--- config.mk ---
export PLATFORM = sky130hd
export DESIGN_NAME = seq_pattern_gen
export DESIGN_NICKNAME = d
export VERILOG_FILES = /design/src/rtl/seq_pkg.sv /design/src/rtl/seq_shift_out.sv /design/src/rtl/seq_pattern_gen.sv
export SDC_FILE = /design/constraint.sdc
export NUM_CORES = 1
export LEC_CHECK = 0
export BUFFER_PORTS_ARGS = -buffer_cell sky130_fd_sc_hd__buf_2
export CORE_MARGIN = 3
export CORE_UTILIZATION = 56
export DETAILED_ROUTE_END_ITERATION = 12
export GPL_ROUTABILITY_DRIVEN = 0
export PLACE_DENSITY = 0.85
export SLEW_MARGIN = 20
export SYNTH_ARGS = -nofsm -noshare
export SYNTH_HDL_FRONTEND = slang
export SYNTH_SLANG_ARGS = --single-unit
--- constraint.sdc ---
create_clock -name clk -period 2.6 [get_ports clk]
set_input_delay 0.26 -clock clk [delete_from_list [all_inputs] [get_ports clk]]
set_output_delay 0.26 -clock clk [all_outputs]
set_load 0.1 [all_outputs]
--- src/rtl/seq_pkg.sv ---
// Shared definitions for the serial pattern generator and the sequence-detector benches.
package seq_pkg;

  typedef logic [1:0] state_t;

  localparam state_t StIdle = 2'd0;
  localparam state_t StSend = 2'd1;
  localparam state_t StGap  = 2'd2;
  localparam state_t StFin  = 2'd3;

  localparam logic [3:0] DEF_PAT_1010 = 4'b1010;

endpackage

--- src/rtl/seq_shift_out.sv ---
// Loadable parallel-in/serial-out register; exposes the bit that becomes the MSB after a shift.
module seq_shift_out #(
  parameter int unsigned Width = 4
) (
  input  logic             clk_i,
  input  logic             rst_ni,
  input  logic             load_i,
  input  logic             shift_i,
  input  logic [Width-1:0] data_i,
  output logic             next_bit_o
);

  logic [Width-1:0] sr_q;

  // Rotating keeps every bit live; the top reloads between repetitions anyway.
  always_ff @(posedge clk_i or negedge rst_ni) begin
    if (!rst_ni) begin
      sr_q <= '0;
    end else if (load_i) begin
      sr_q <= data_i;
    end else if (shift_i) begin
      sr_q <= {sr_q[Width-2:0], sr_q[Width-1]};
    end
  end

  assign next_bit_o = sr_q[Width-2];

endmodule

--- src/rtl/seq_pattern_gen.sv ---
// Serial pattern transmitter: sends a latched pattern MSB-first, reps times, with optional gaps.
module seq_pattern_gen
  import seq_pkg::*;
#(
  parameter int unsigned PAT_W    = 4,
  parameter int unsigned CNT_W    = 4,
  parameter logic        IDLE_LVL = 1'b0
) (
  input  logic             clk,
  input  logic             rst,
  input  logic             start,
  input  logic [PAT_W-1:0] pattern,
  input  logic [CNT_W-1:0] reps,
  input  logic [CNT_W-1:0] gap,
  input  logic             abort,
  output logic             x_out,
  output logic             x_valid,
  output logic             busy,
  output logic             done
);

  localparam int unsigned    BW      = (PAT_W > 1) ? $clog2(PAT_W) : 1;
  localparam logic [BW-1:0]  BitLast = BW'(PAT_W - 1);

  state_t           state_q, state_d;
  logic [BW-1:0]    bit_cnt_q, bit_cnt_d;
  logic [CNT_W-1:0] reps_left_q, reps_left_d;
  logic [CNT_W-1:0] gap_len_q, gap_len_d;
  logic [CNT_W-1:0] gap_cnt_q, gap_cnt_d;
  logic [PAT_W-1:0] pat_q, pat_d;
  logic [PAT_W-1:0] load_val;
  logic             sr_load, sr_shift, sr_next_bit;
  logic             x_out_q, x_out_d;
  logic             x_valid_q, x_valid_d;
  logic             busy_q, busy_d;
  logic             done_q, done_d;

  seq_shift_out #(
    .Width(PAT_W)
  ) u_shift (
    .clk_i     (clk),
    .rst_ni    (rst),
    .load_i    (sr_load),
    .shift_i   (sr_shift),
    .data_i    (load_val),
    .next_bit_o(sr_next_bit)
  );

  always_comb begin
    state_d     = state_q;
    bit_cnt_d   = bit_cnt_q;
    reps_left_d = reps_left_q;
    gap_len_d   = gap_len_q;
    gap_cnt_d   = gap_cnt_q;
    pat_d       = pat_q;
    load_val    = pat_q;
    sr_load     = 1'b0;
    sr_shift    = 1'b0;

    case (state_q)
      StIdle: begin
        if (start) begin
          if (reps != '0) begin
            load_val    = pattern;
            pat_d       = pattern;
            sr_load     = 1'b1;
            reps_left_d = reps;
            gap_len_d   = gap;
            bit_cnt_d   = BitLast;
            state_d     = StSend;
          end else begin
            state_d = StFin;
          end
        end
      end
      StSend: begin
        if (bit_cnt_q != '0) begin
          sr_shift  = 1'b1;
          bit_cnt_d = bit_cnt_q - 1'b1;
        end else begin
          reps_left_d = reps_left_q - 1'b1;
          if (reps_left_q == CNT_W'(1)) begin
            state_d = StFin;
          end else if (gap_len_q != '0) begin
            gap_cnt_d = gap_len_q - 1'b1;
            state_d   = StGap;
          end else begin
            sr_load   = 1'b1;
            bit_cnt_d = BitLast;
          end
        end
      end
      StGap: begin
        if (gap_cnt_q == '0) begin
          sr_load   = 1'b1;
          bit_cnt_d = BitLast;
          state_d   = StSend;
        end else begin
          gap_cnt_d = gap_cnt_q - 1'b1;
        end
      end
      StFin: state_d = StIdle;
      default: state_d = StIdle;
    endcase

    // Cancel wins over everything else, including a same-edge reload.
    if (abort && (state_q != StIdle)) begin
      state_d  = StIdle;
      sr_load  = 1'b0;
      sr_shift = 1'b0;
    end

    // Outputs are precomputed from the next state so they come straight from flops.
    x_valid_d = (state_d == StSend);
    busy_d    = (state_d == StSend) || (state_d == StGap);
    done_d    = (state_d == StFin);
    if (state_d == StSend) begin
      x_out_d = sr_load ? load_val[PAT_W-1] : sr_next_bit;
    end else begin
      x_out_d = IDLE_LVL;
    end
  end

  always_ff @(posedge clk or negedge rst) begin
    if (!rst) begin
      state_q     <= StIdle;
      bit_cnt_q   <= '0;
      reps_left_q <= '0;
      gap_len_q   <= '0;
      gap_cnt_q   <= '0;
      pat_q       <= '0;
      x_out_q     <= IDLE_LVL;
      x_valid_q   <= 1'b0;
      busy_q      <= 1'b0;
      done_q      <= 1'b0;
    end else begin
      state_q     <= state_d;
      bit_cnt_q   <= bit_cnt_d;
      reps_left_q <= reps_left_d;
      gap_len_q   <= gap_len_d;
      gap_cnt_q   <= gap_cnt_d;
      pat_q       <= pat_d;
      x_out_q     <= x_out_d;
      x_valid_q   <= x_valid_d;
      busy_q      <= busy_d;
      done_q      <= done_d;
    end
  end

  assign x_out   = x_out_q;
  assign x_valid = x_valid_q;
  assign busy    = busy_q;
  assign done    = done_q;

endmodule
**Word-level counts from Yosys, hierarchy flattened**

Cells that the tools add are included.

- Mux-type cells: 42
- Equality and inequality tests: 16
- Reduce and logical (&&, ||, !) cells: 16
- Multiply operators: 0
- Divide/modulo/power cells: 0
- Bitwise gates (word level): 0
- Shifts and indexed selects: 0
- Magnitude comparators: 0
- Add/sub/neg operators: 4

Operator list:

| operator | number |
|---|---|
| $mux 4 | 12 |
| $mux 2 | 13 |
| $pmux 4 s2 | 2 |
| $ne 2x2->1 const B | 7 |
| $mux 1 | 12 |
| $sub 4x1->4 const B | 3 |
| $reduce_bool 2->1 | 5 |
| $eq 2x2->1 const B | 4 |
| $pmux 2 s4 | 1 |
| $reduce_bool 4->1 | 2 |
| $ne 3x3->1 const B | 2 |
| $pmux 2 s3 | 1 |
| $reduce_and 6->1 | 1 |
| $reduce_and 5->1 | 1 |
| $eq 2x1->1 const B | 2 |
| $eq 4x1->1 const B | 1 |
| $logic_not 4->1 | 1 |
| $reduce_and 4->1 | 1 |
| $pmux 1 s3 | 1 |
| $reduce_and 3->1 | 1 |
| $reduce_bool 3->1 | 1 |
| $logic_not 2->1 | 1 |
| $sub 2x1->2 const B | 1 |
| $logic_and 1x1->1 | 1 |
| $logic_or 1x1->1 | 1 |

- Bits in latches: 0
- Memory bits (writable): 0
- Memories: 0
- Output and inout bits: 4
- Flip-flop bits (word level): 28
- Input bits: 16
- Memory bits (read-only): 0
- Word-level logic and storage cells: 89

**Longest topological paths before layout**

Gate-level depths: netlist of run 1.

- Word-level depth: 8
- Mapped depth: 9
- Mapped depth without buffers: 9

**By module**

From an unflattened synthesis of run 1, not the netlist that was laid out.

- Cell total of the unflattened synthesis: 145
- Area total of the unflattened synthesis: 1560.2 um^2

Modules (own cells, without submodules):

| module | times used | area each (um^2) | cells each | seq. area each (um^2) |
|---|---|---|---|---|
| seq_pattern_gen | 1 | 1373.8 | 128 | 600.6 |
| seq_shift_out | 1 | 186.4 | 17 | 100.1 |

**Least setup slack after synthesis of run 1**

No wires, ideal clock.

- Kind: register to register
- Start point: reg reps_left_q[1]
- End point: reg x_out_q (netlist: x_out)
- Clock period less this slack: 1.815 ns
- Slack: 0.785 ns
- Required time: 2.535 ns
- Data arrival time: 1.750 ns
- Library setup time: 0.065 ns
- Stages on the path, launching flop included: 9
- Path buffers: 0
- Cells stage by stage: dfrtp_1 -> inv_1 -> ha_1 -> or3b_1 -> or2b_2 -> o22ai_1 -> o21ai_0 -> ha_1 -> o211a_1

- Word-level cells in the longest chain between the ends: 7
- Elaborated cells on any way between the ends: 12
- Classes of those cells: 2 x eq/ne; 10 x mux

Ends and longest elaborated chain:

| item | RTL line | text |
|---|---|---|
| from (decl) | seq_pattern_gen.sv:27 | `logic [CNT_W-1:0] reps_left_q, reps_left_d;` |
| from (signal assigned) | seq_pattern_gen.sv:139 | `reps_left_q <= reps_left_d;` |
| $eq 4x1->1 | seq_pattern_gen.sv:82 | `if (reps_left_q == CNT_W'(1)) begin` |
| $mux 2 | seq_pattern_gen.sv:82 |  |
| $mux 2 | seq_pattern_gen.sv:77 | `if (bit_cnt_q != '0) begin` |
| $pmux 2 s4 | seq_pattern_gen.sv:60 | `case (state_q)` |
| $mux 2 | seq_pattern_gen.sv:107 | `if (abort && (state_q != StIdle)) begin` |
| net state_d[0] | seq_pattern_gen.sv:25 | `state_t state_q, state_d;` |
| $eq 2x1->1 | n/a |  |
| net x_valid_d | seq_pattern_gen.sv:34 | `logic x_valid_q, x_valid_d;` |
| $mux 1 | seq_pattern_gen.sv:117 | `if (state_d == StSend) begin` |
| net x_out_d | seq_pattern_gen.sv:33 | `logic x_out_q, x_out_d;` |
| to (signal assigned) | seq_pattern_gen.sv:143 | `x_out_q <= x_out_d;` |
| to (decl) | seq_pattern_gen.sv:33 |  |

The timed path passes the listed nets, and every way through them passes these cells.
A chain may end at the register's enable or synchronous reset.

**Final worst setup path of run 1**

- Start point: reg state_q[0]
- End point: reg x_out_q (netlist: x_out)

- Word-level cells in the longest chain between the ends: 7
- Elaborated cells on any way between the ends: 19
- Classes of those cells: 4 x eq/ne; 12 x mux; 3 x reduce/logical

Ends and longest elaborated chain:

| item | RTL line | text |
|---|---|---|
| from (decl) | seq_pattern_gen.sv:25 |  |
| from (signal assigned) | seq_pattern_gen.sv:126 | `state_q <= StIdle;` |
| from (signal assigned) | seq_pattern_gen.sv:137 | `state_q <= state_d;` |
| $mux 2 | seq_pattern_gen.sv:84 | `end else if (gap_len_q != '0) begin` |
| $mux 2 | seq_pattern_gen.sv:82 |  |
| $mux 2 | seq_pattern_gen.sv:77 |  |
| $pmux 2 s4 | seq_pattern_gen.sv:60 |  |
| $mux 2 * | seq_pattern_gen.sv:107 |  |
| $eq 2x1->1 * | n/a |  |
| net x_valid_d | seq_pattern_gen.sv:34 |  |
| $mux 1 * | seq_pattern_gen.sv:117 |  |
| net x_out_d | seq_pattern_gen.sv:33 |  |

The timed path passes the listed nets; every way through them passes the cells marked *.

==> summary.md, run 1 <==
| Metric | Value |
|---|---|
| Startpoint class of the critical path | flip-flop |
| Post-synth net total | 168 |
| Mapped Avg Cell Area | 10.6 um2 |
| Max_cap viols | 0 |
| Fin crit period | 2110 ps |
| Die Span X | 58.7 um |
| Nets | 189 |
| Clock Skews | 3.90 ps |
| Power per cell area | 1280 nW/um2 |
| Clk slew on worst S/H paths | 160 ps |
| Setup_tns | 0 ps |
| Sequential cell area fraction in the yosys report | 45.1% |
| Average wire per standard cell | 15.7 um |
| H-tree depth | 1 |
| Crit path max-delay family | flip-flops |
| Maximum VDD drop | 1.04 mV |
| Hold path depth | 2 |
| Num CTS Buffers | 3 |
| Largest stage delay, worst path | 690 ps |
| Post-DP HPWL | 2270 um |
| Crit path kind | reg -> reg |
| FF+latch count, synth | 28 |
| Outcome | completed |
| Max Slew Vio Count | 0 |
| Sink Count | 28 |
| Cell area after synthesis | 1550 um2 |
| Antenna diode count | 0 |
| GRT Resource Usage Total | 20.4% |
| Worst reg2reg path depth | 7 |
| Setup violations, final | 0 |
| Dpl cells | 191 |
| Synth Flop Type | dfrtp_1 |
| Fraction of layout instances using a drive strength above 1 | 25.9% |
| Max Clock Freq | 0.473 GHz |
| Ys async rst share | 100% |
| Drt total wl | 3070 um |
| Actual slew at the worst max-slew pin | 616 ps |
| Antenna-violating nets left | 0 |
| Pre-Repair DR Iteration Count | 4 |
| Vias in the first global route | 1231 |
| Finished Layout Cells | 196 |
| P&R area growth vs syn | 11.3% |
| Final Hold Viols | 0 |
| WP depth | 7 |
| Die H | 58.7 um |
| Die area | 3440 um2 |
| Synth area leader | dfrtp_1 |
| Top cells by area, synth | dfrtp_1, ha_1, mux2i_1 |
| Aggregate global routing overflow | 0 |
| Post-route clock period utilization | 81.3% |
| Crit path buf inv count | 0 |
| Vias | 1185 |
| CP required | 2900 ps |
| Ports | 20 |
| Worst Path Arrival | 2410 ps |
| Slowest CP cell | dfrtp_1 |
| Critical Path Sink Type | flip-flop |
| DR iter-0 viols | 43 |
| Worst hold path type | in -> reg |
| Crit Path Max Fanout | 16 |
| RSZ-0062 raised after global routing | no |
| Port Buffer Count | 19 |
| Min Hold Slack | 131 ps |
| PnR worst setup slack | 487 ps |
| # rows | 18 |
| # DRC | 0 |
| CTS Buffer Depth | 2 |
| Slew margin rel. | 59.0% |
| Library cells used by synthesis | 48 |
| Lkg Pwr | 0.000816 uW |
| Clk_lat worst skew | 340 ps |
| Clk root buf | clkbuf_4 |
| Final instance area | 1730 um2 |
| Vias per cell | 6.05 |
| Largest net degree at the start of global routing | 29 |
| Syn Inst Count | 146 |
| Crit path cell chain | nand2b_1 > nor2_1 > a31oi_2 > o21ai_1 > a21oi_1 > ha_1 > o211a_1 |
| Number of synthesized flops with an enable pin | 0 |
| Core ar. | 2540 um2 |
| DP Worst Slack | 547 ps |
| Initial core utilization | 61.0% |
| Placed instance area | 1670 um2 |
| First-pass GRT wire length | 5340 um |
| Initial antenna violation count | 0 |
| Share of the synthesized area in the top cell type | 45.1% |
| Synth Warn # | 0 |
| CTS tree | yes |
[cell type report]
class	instances	area, um2
Timing Repair Buffer	20	105
Fill cell	195	817
Inverter	10	37.5
Clock buffer	3	22.5
Sequential cell	28	701
Clock inverter	1	30.0
Tap cell	30	37.5
Multi-Input combinational cell	104	795
[state kept, by name, summed over array words and instances, names as in the netlist]
name,cells
reps_left_q,4
bit_cnt_q,2
gap_cnt_q,4
done,1
x_out,1
u_shift.sr_q,4
x_valid,1
state_q,2
pat_q,4
gap_len_q,4
busy,1
[routing by layer]
layer | GRT usage, % | vias up | part of all wire (%)
met5 | 0 | - | 0
met1 | 26.0 | 575 | 45
met3 | 3.29 | 8 | 4.2
met2 | 33.2 | 32 | 48
met4 | 11.0 | 0 | 2.2
li1 | - | 570 | -
[synth_stat cells (3+ instances only)]
cell,instances
nor2_1,7
ha_1,6
dfrtp_1,28
o21ai_0,9
a21oi_1,5
o21ai_1,3
nand2b_1,5
mux2i_1,7
mux2_2,6
nand2_1,11
inv_1,10
nor3_1,5
[report_power, final]
part	total, uW	internal, uW	switching, uW
clock	294	156	138
combinational	1080	436	643
sequential	840	641	199
total	2210	1230	980
[what timing repair did]
| action | in CTS | in global routing |
|---|---|---|
| hold buffers | 1 | 0 |
| gates resized for setup | 0 | 0 |
| endpoints found under the hold margin | 28 | 0 |
| setup buffers | 0 | 0 |
[path summary, 6_finish.rpt]
check                                start  slack [ps]           end
worst min register to register    pat_q[3]         520      pat_q[3]
worst max-delay path            state_q[0]         490         x_out
max in group asynchronous              rst        1770      pat_q[2]
worst max register to register  state_q[0]         490         x_out
min in group asynchronous              rst         440  gap_cnt_q[0]
worst min-delay path                gap[1]         130  gap_len_q[1]
[cell usage in the layout (no fill, tap or decap), types with 2 or more instances in the layout]
| master | Yosys | routed |
|---|---|---|
| dfrtp_1 | 28 | 28 |
| a21oi_1 | 5 | 5 |
| a22oi_1 | 2 | 2 |
| a31oi_1 | 2 | 2 |
| mux2i_1 | 7 | 7 |
| nor4_1 | 2 | 2 |
| buf_2 | 1 | 19 |
| clkbuf_4 | 0 | 3 |
| nor2_1 | 7 | 7 |
| nor3_1 | 5 | 5 |
| mux2_4 | 2 | 2 |
| nand2_1 | 11 | 11 |
| o22ai_1 | 2 | 2 |
| o21ai_0 | 9 | 9 |
| mux2_2 | 6 | 6 |
| o21ai_1 | 3 | 3 |
| nand3_1 | 2 | 2 |
| nand2b_1 | 5 | 5 |
| ha_1 | 6 | 6 |
| o22a_1 | 2 | 2 |
| inv_1 | 10 | 10 |
[metrics by stage]
stage	power, uW	utilization [%]
floorplan	1690	-
global placement	1860	65.4
detailed placement	1920	65.4
CTS	2210	67.9
global route	2380	67.9
finish	2210	67.9
[logic make-up after synthesis]
kind of cell / Yosys count / share of synthesized area [%]
and+or+nand+nor: 45 / 17.2
AOI/OAI and AO/OA: 36 / 17.2
DFF: 28 / 45.1
muxes: 15 / 10.8
buffers and inverters: 14 / 3.71
adders and majority gates: 7 / 5.48
xor gates and xnor gates: 1 / 0.564
[worst reg2reg max path: cells and delay by family (launching register included)]
family | cells | cell delay [ps]
AO/OA/AOI/OAI | 4 | 670
adder cells (fa/ha/maj) | 1 | 180
flip-flops | 1 | 690
AND/OR/NAND/NOR | 2 | 530
(Power assumes the default switching activity.)
==> inputs of run 2 (changes only) <==
- ABC_AREA: unset -> 1
- CORE_UTILIZATION: 56 -> 51
- PLACE_DENSITY: 0.85 -> 0.81
- clock period: 2.6 -> 1.7 ns (I/O delays scaled with it)
==> summary.md, run 2 <==
| Metric | Value |
|---|---|
| Outcome | completed (unchanged) |
| Ports | 20 (unchanged) |
| Fin crit period | 1580 ps (was 2110 ps) |
| Post-synth net total | 212 (was 168) |
| Antenna-violating nets left | 0 (unchanged) |
| Sequential cell area fraction in the yosys report | 44.8% (was 45.1%) |
| Maximum VDD drop | 1.62 mV (was 1.04 mV) |
| Setup_tns | 0 ps (unchanged) |
| Cell area after synthesis | 1560 um2 (was 1550 um2) |
| Clock Skews | 5.38 ps (was 3.90 ps) |
| CP required | 1920 ps (was 2900 ps) |
| Worst hold path type | in -> reg (unchanged) |
| Die Span X | 61.4 um (was 58.7 um) |
| Average wire per standard cell | 10.7 um (was 15.7 um) |
| Crit path kind | reg -> reg (unchanged) |
| Crit path cell chain | inv_1 > ha_2 > inv_1 > nor2_1 > nand2_1 > o311ai_0 > nand2_1 > ha_1 > inv_1 (was nand2b_1 > nor2_1 > a31oi_2 > o21ai_1 > a21oi_1 > ha_1 > o211a_1) |
| Min Hold Slack | 91.5 ps (was 131 ps) |
| Largest net degree at the start of global routing | 29 (unchanged) |
| Most frequent cell after synthesis | nand2_1 (was dfrtp_1) |
| Vias per cell | 4.89 (was 6.05) |
| First-pass GRT wire length | 4460 um (was 5340 um) |
| Finished Layout Cells | 245 (was 196) |
| DR iter-0 viols | 58 (was 43) |
| Lkg Pwr | 0.000917 uW (was 0.000816 uW) |
| Post-route clock period utilization | 92.9% (was 81.3%) |
| Nets | 238 (was 189) |
| CTS Buffer Depth | 2 (unchanged) |
| Post-synthesis xor/xnor area fraction | 1.12% (was 0.564%) |
| Max_cap viols | 0 (unchanged) |
| Ys async rst share | 100% (unchanged) |
| Sw Ratio | 49.5% (was 44.3%) |
| Die area | 3770 um2 (was 3440 um2) |
| Top cells by area, synth | dfrtp_1, nand2_1, inv_1 (was dfrtp_1, ha_1, mux2i_1) |
| Num CTS Buffers | 3 (unchanged) |
| Final core utilization | 61.8% (was 67.9%) |
| Sink Count | 28 (unchanged) |
| Initial core utilization | 55.3% (was 61.0%) |
| Syn Inst Count | 190 (was 146) |
| Synth area leader | dfrtp_1 (unchanged) |
| Logic pwr share | 58.5% (was 48.8%) |
| Share of the synthesized area in the top cell type | 44.8% (was 45.1%) |
| Slowest CP cell | dfrtp_1 (unchanged) |
| Aggregate global routing overflow | 0 (unchanged) |
| Int Pwr | 1740 uW (was 1230 uW) |
| Largest stage delay, worst path | 400 ps (was 690 ps) |
| Pre-Repair DR Iteration Count | 4 (unchanged) |
| Initial antenna violation count | 0 (unchanged) |
| Crit path buf inv count | 3 (was 0) |
| Multi-input gate area | 751 um2 (was 795 um2) |
| Drt total wl | 2620 um (was 3070 um) |
| FF+latch area | 701 um2 (unchanged) |
| Setup violations, final | 0 (unchanged) |
| Worst path most repeated cell | inv_1 |
| RSZ-0062 raised after global routing | no (unchanged) |
| Clk slew on worst S/H paths | 130 ps (was 160 ps) |
| Crit Path Max Fanout | 2 (was 16) |
| Simple-Gate Fraction of Synth Area | 30.6% (was 17.2%) |
| Fillcell total | 250 (was 195) |
| Largest family of logic cells by synthesized area | simple AND/OR/NAND/NOR gates (was compound AO/OA/AOI/OAI gates) |
| Core ar. | 2830 um2 (was 2540 um2) |
| Port Buffer Count | 19 (unchanged) |
| Max Slew Vio Count | 0 (unchanged) |
| Power share of the sequential group | 34.1% (was 37.9%) |
| Power per cell area | 1970 nW/um2 (was 1280 nW/um2) |
| Dpl cells | 241 (was 191) |
| Worst Path Arrival | 1800 ps (was 2410 ps) |
| Library cells used by synthesis | 27 (was 48) |
| Number of synthesized flops with an enable pin | 0 (unchanged) |
| Fraction of layout instances using a drive strength above 1 | 25.2% (was 25.9%) |
| Synth Warn # | 0 (unchanged) |
| Max Clock Freq | 0.634 GHz (was 0.473 GHz) |
| Sw power | 1710 uW (was 980 uW) |
| Startpoint class of the critical path | flip-flop (unchanged) |
| CTS tree | yes (unchanged) |
| Mapped Avg Cell Area | 8.23 um2 (was 10.6 um2) |
| Post-DP HPWL | 2040 um (was 2270 um) |
| P&R area growth vs syn | 11.8% (was 11.3%) |
| Synth Flop Type | dfrtp_1 (unchanged) |
| Vias | 1197 (was 1185) |
| # DRC | 0 (unchanged) |
| Crit path max-delay family | adder cells (was flip-flops) |
| Final Hold Viols | 0 (unchanged) |
| Commonest cells after routing, fill and taps aside | nand2_1, dfrtp_1, inv_1 (was dfrtp_1, buf_2, nand2_1) |
| Slew margin rel. | 59.5% (was 59.0%) |
| Compound-cell area share of the yosys netlist | 10.5% (was 17.2%) |
| # rows | 19 (was 18) |
| Commonest non-fill, non-tap cell in the layout | nand2_1 (was dfrtp_1) |
| Die H | 61.4 um (was 58.7 um) |
| Vias in the first global route | 1075 (was 1231) |
| Clk_lat worst skew | 310 ps (was 340 ps) |
| Post-Synth Adder-Cell Area | 4.80% (was 5.48%) |
| Commonest cells post-synth | nand2_1, dfrtp_1, inv_1, nand3_1, o21ai_0 (was dfrtp_1, nand2_1, inv_1, o21ai_0) |
| Actual slew at the worst max-slew pin | 607 ps (was 616 ps) |
| Antenna diode count | 0 (unchanged) |
| GRT Resource Usage Total | 15.8% (was 20.4%) |
| Mux cell area share after synthesis | 0% (was 10.8%) |
| Clock share of power | 7.4% (was 13.3%) |
| Critical Path Sink Type | flip-flop (unchanged) |
| FF+latch count, synth | 28 (unchanged) |
| Clk root buf | clkbuf_4 (unchanged) |
| H-tree depth | 1 (unchanged) |
## run 2: layout make-up
type	count	area share, %
timing repair buffer	22	6.87
inverter	31	6.65
tap	31	2.22
clock buffer	3	1.29
sequential	28	40.1
multi-input combinational	130	42.9
## run 2: repair_timing
action                                  4_1_cts  5_1_grt
buffers inserted                              0        0
endpoints found under the hold margin        28        0
hold buffers                                  1        0
endpoints found under the setup margin        0        2
gates resized for setup                       0        3
## run 2: metrics by stage
step | cell area, um2 | power [uW] | worst slack (ps)
after CTS | 1730 | 3450 | 84.3
after detailed placement | 1700 | 3190 | 102
final | 1750 | 3450 | 122
after global placement | 1700 | 3150 | 153
after floorplan | 1560 | 2800 | 191
after global routing | 1750 | 3840 | 4.65
## run 2: routing by layer
layer	track usage (%)	share of wire [%]	up-vias	wire length, um
met4	2.73	0.80	0	21
met2	24.3	43	24	1130
met5	0	0	-	0
met1	22.8	52	516	1360
li1	-	-	655	-
met3	4.40	3.8	2	99
## run 2: cells by family (layout without fill, tap and decap cells)
| logic type | after synthesis | after routing |
|---|---|---|
| flops | 28 | 28 |
| xor+xnor | 2 | 2 |
| compound gates | 28 | 28 |
| fa+ha+maj | 6 | 6 |
| simple gates | 94 | 94 |
| buf+inv | 32 | 56 |
## run 2: final timing paths
check                        startpoint         endpoint  slack, ps  cells past startpoint
min in group asynchronous           rst     gap_cnt_q[2]        380                      2
max in group asynchronous           rst  u_shift.sr_q[0]        920                      2
setup reg to reg           bit_cnt_q[0]             busy        120                      9
hold / removal                   gap[2]     gap_len_q[2]         90                      3
setup / recovery           bit_cnt_q[0]             busy        120                      9
hold reg to reg                pat_q[2]         pat_q[2]        490                      2
## run 2: power groups by stage
stage	Clock [uW]	Sequential, uW	Combinational, uW
final	254	1180	2020
after global routing	298	1220	2330
after CTS	270	1170	2000
after detailed placement	0	1180	2010
after global placement	0	1180	1970
after floorplan	0	1420	1380
## run 2: tightest hold or removal path: stages
cell,delay [ps]
buf_2,70
nor2_1,30
a21oi_1,100
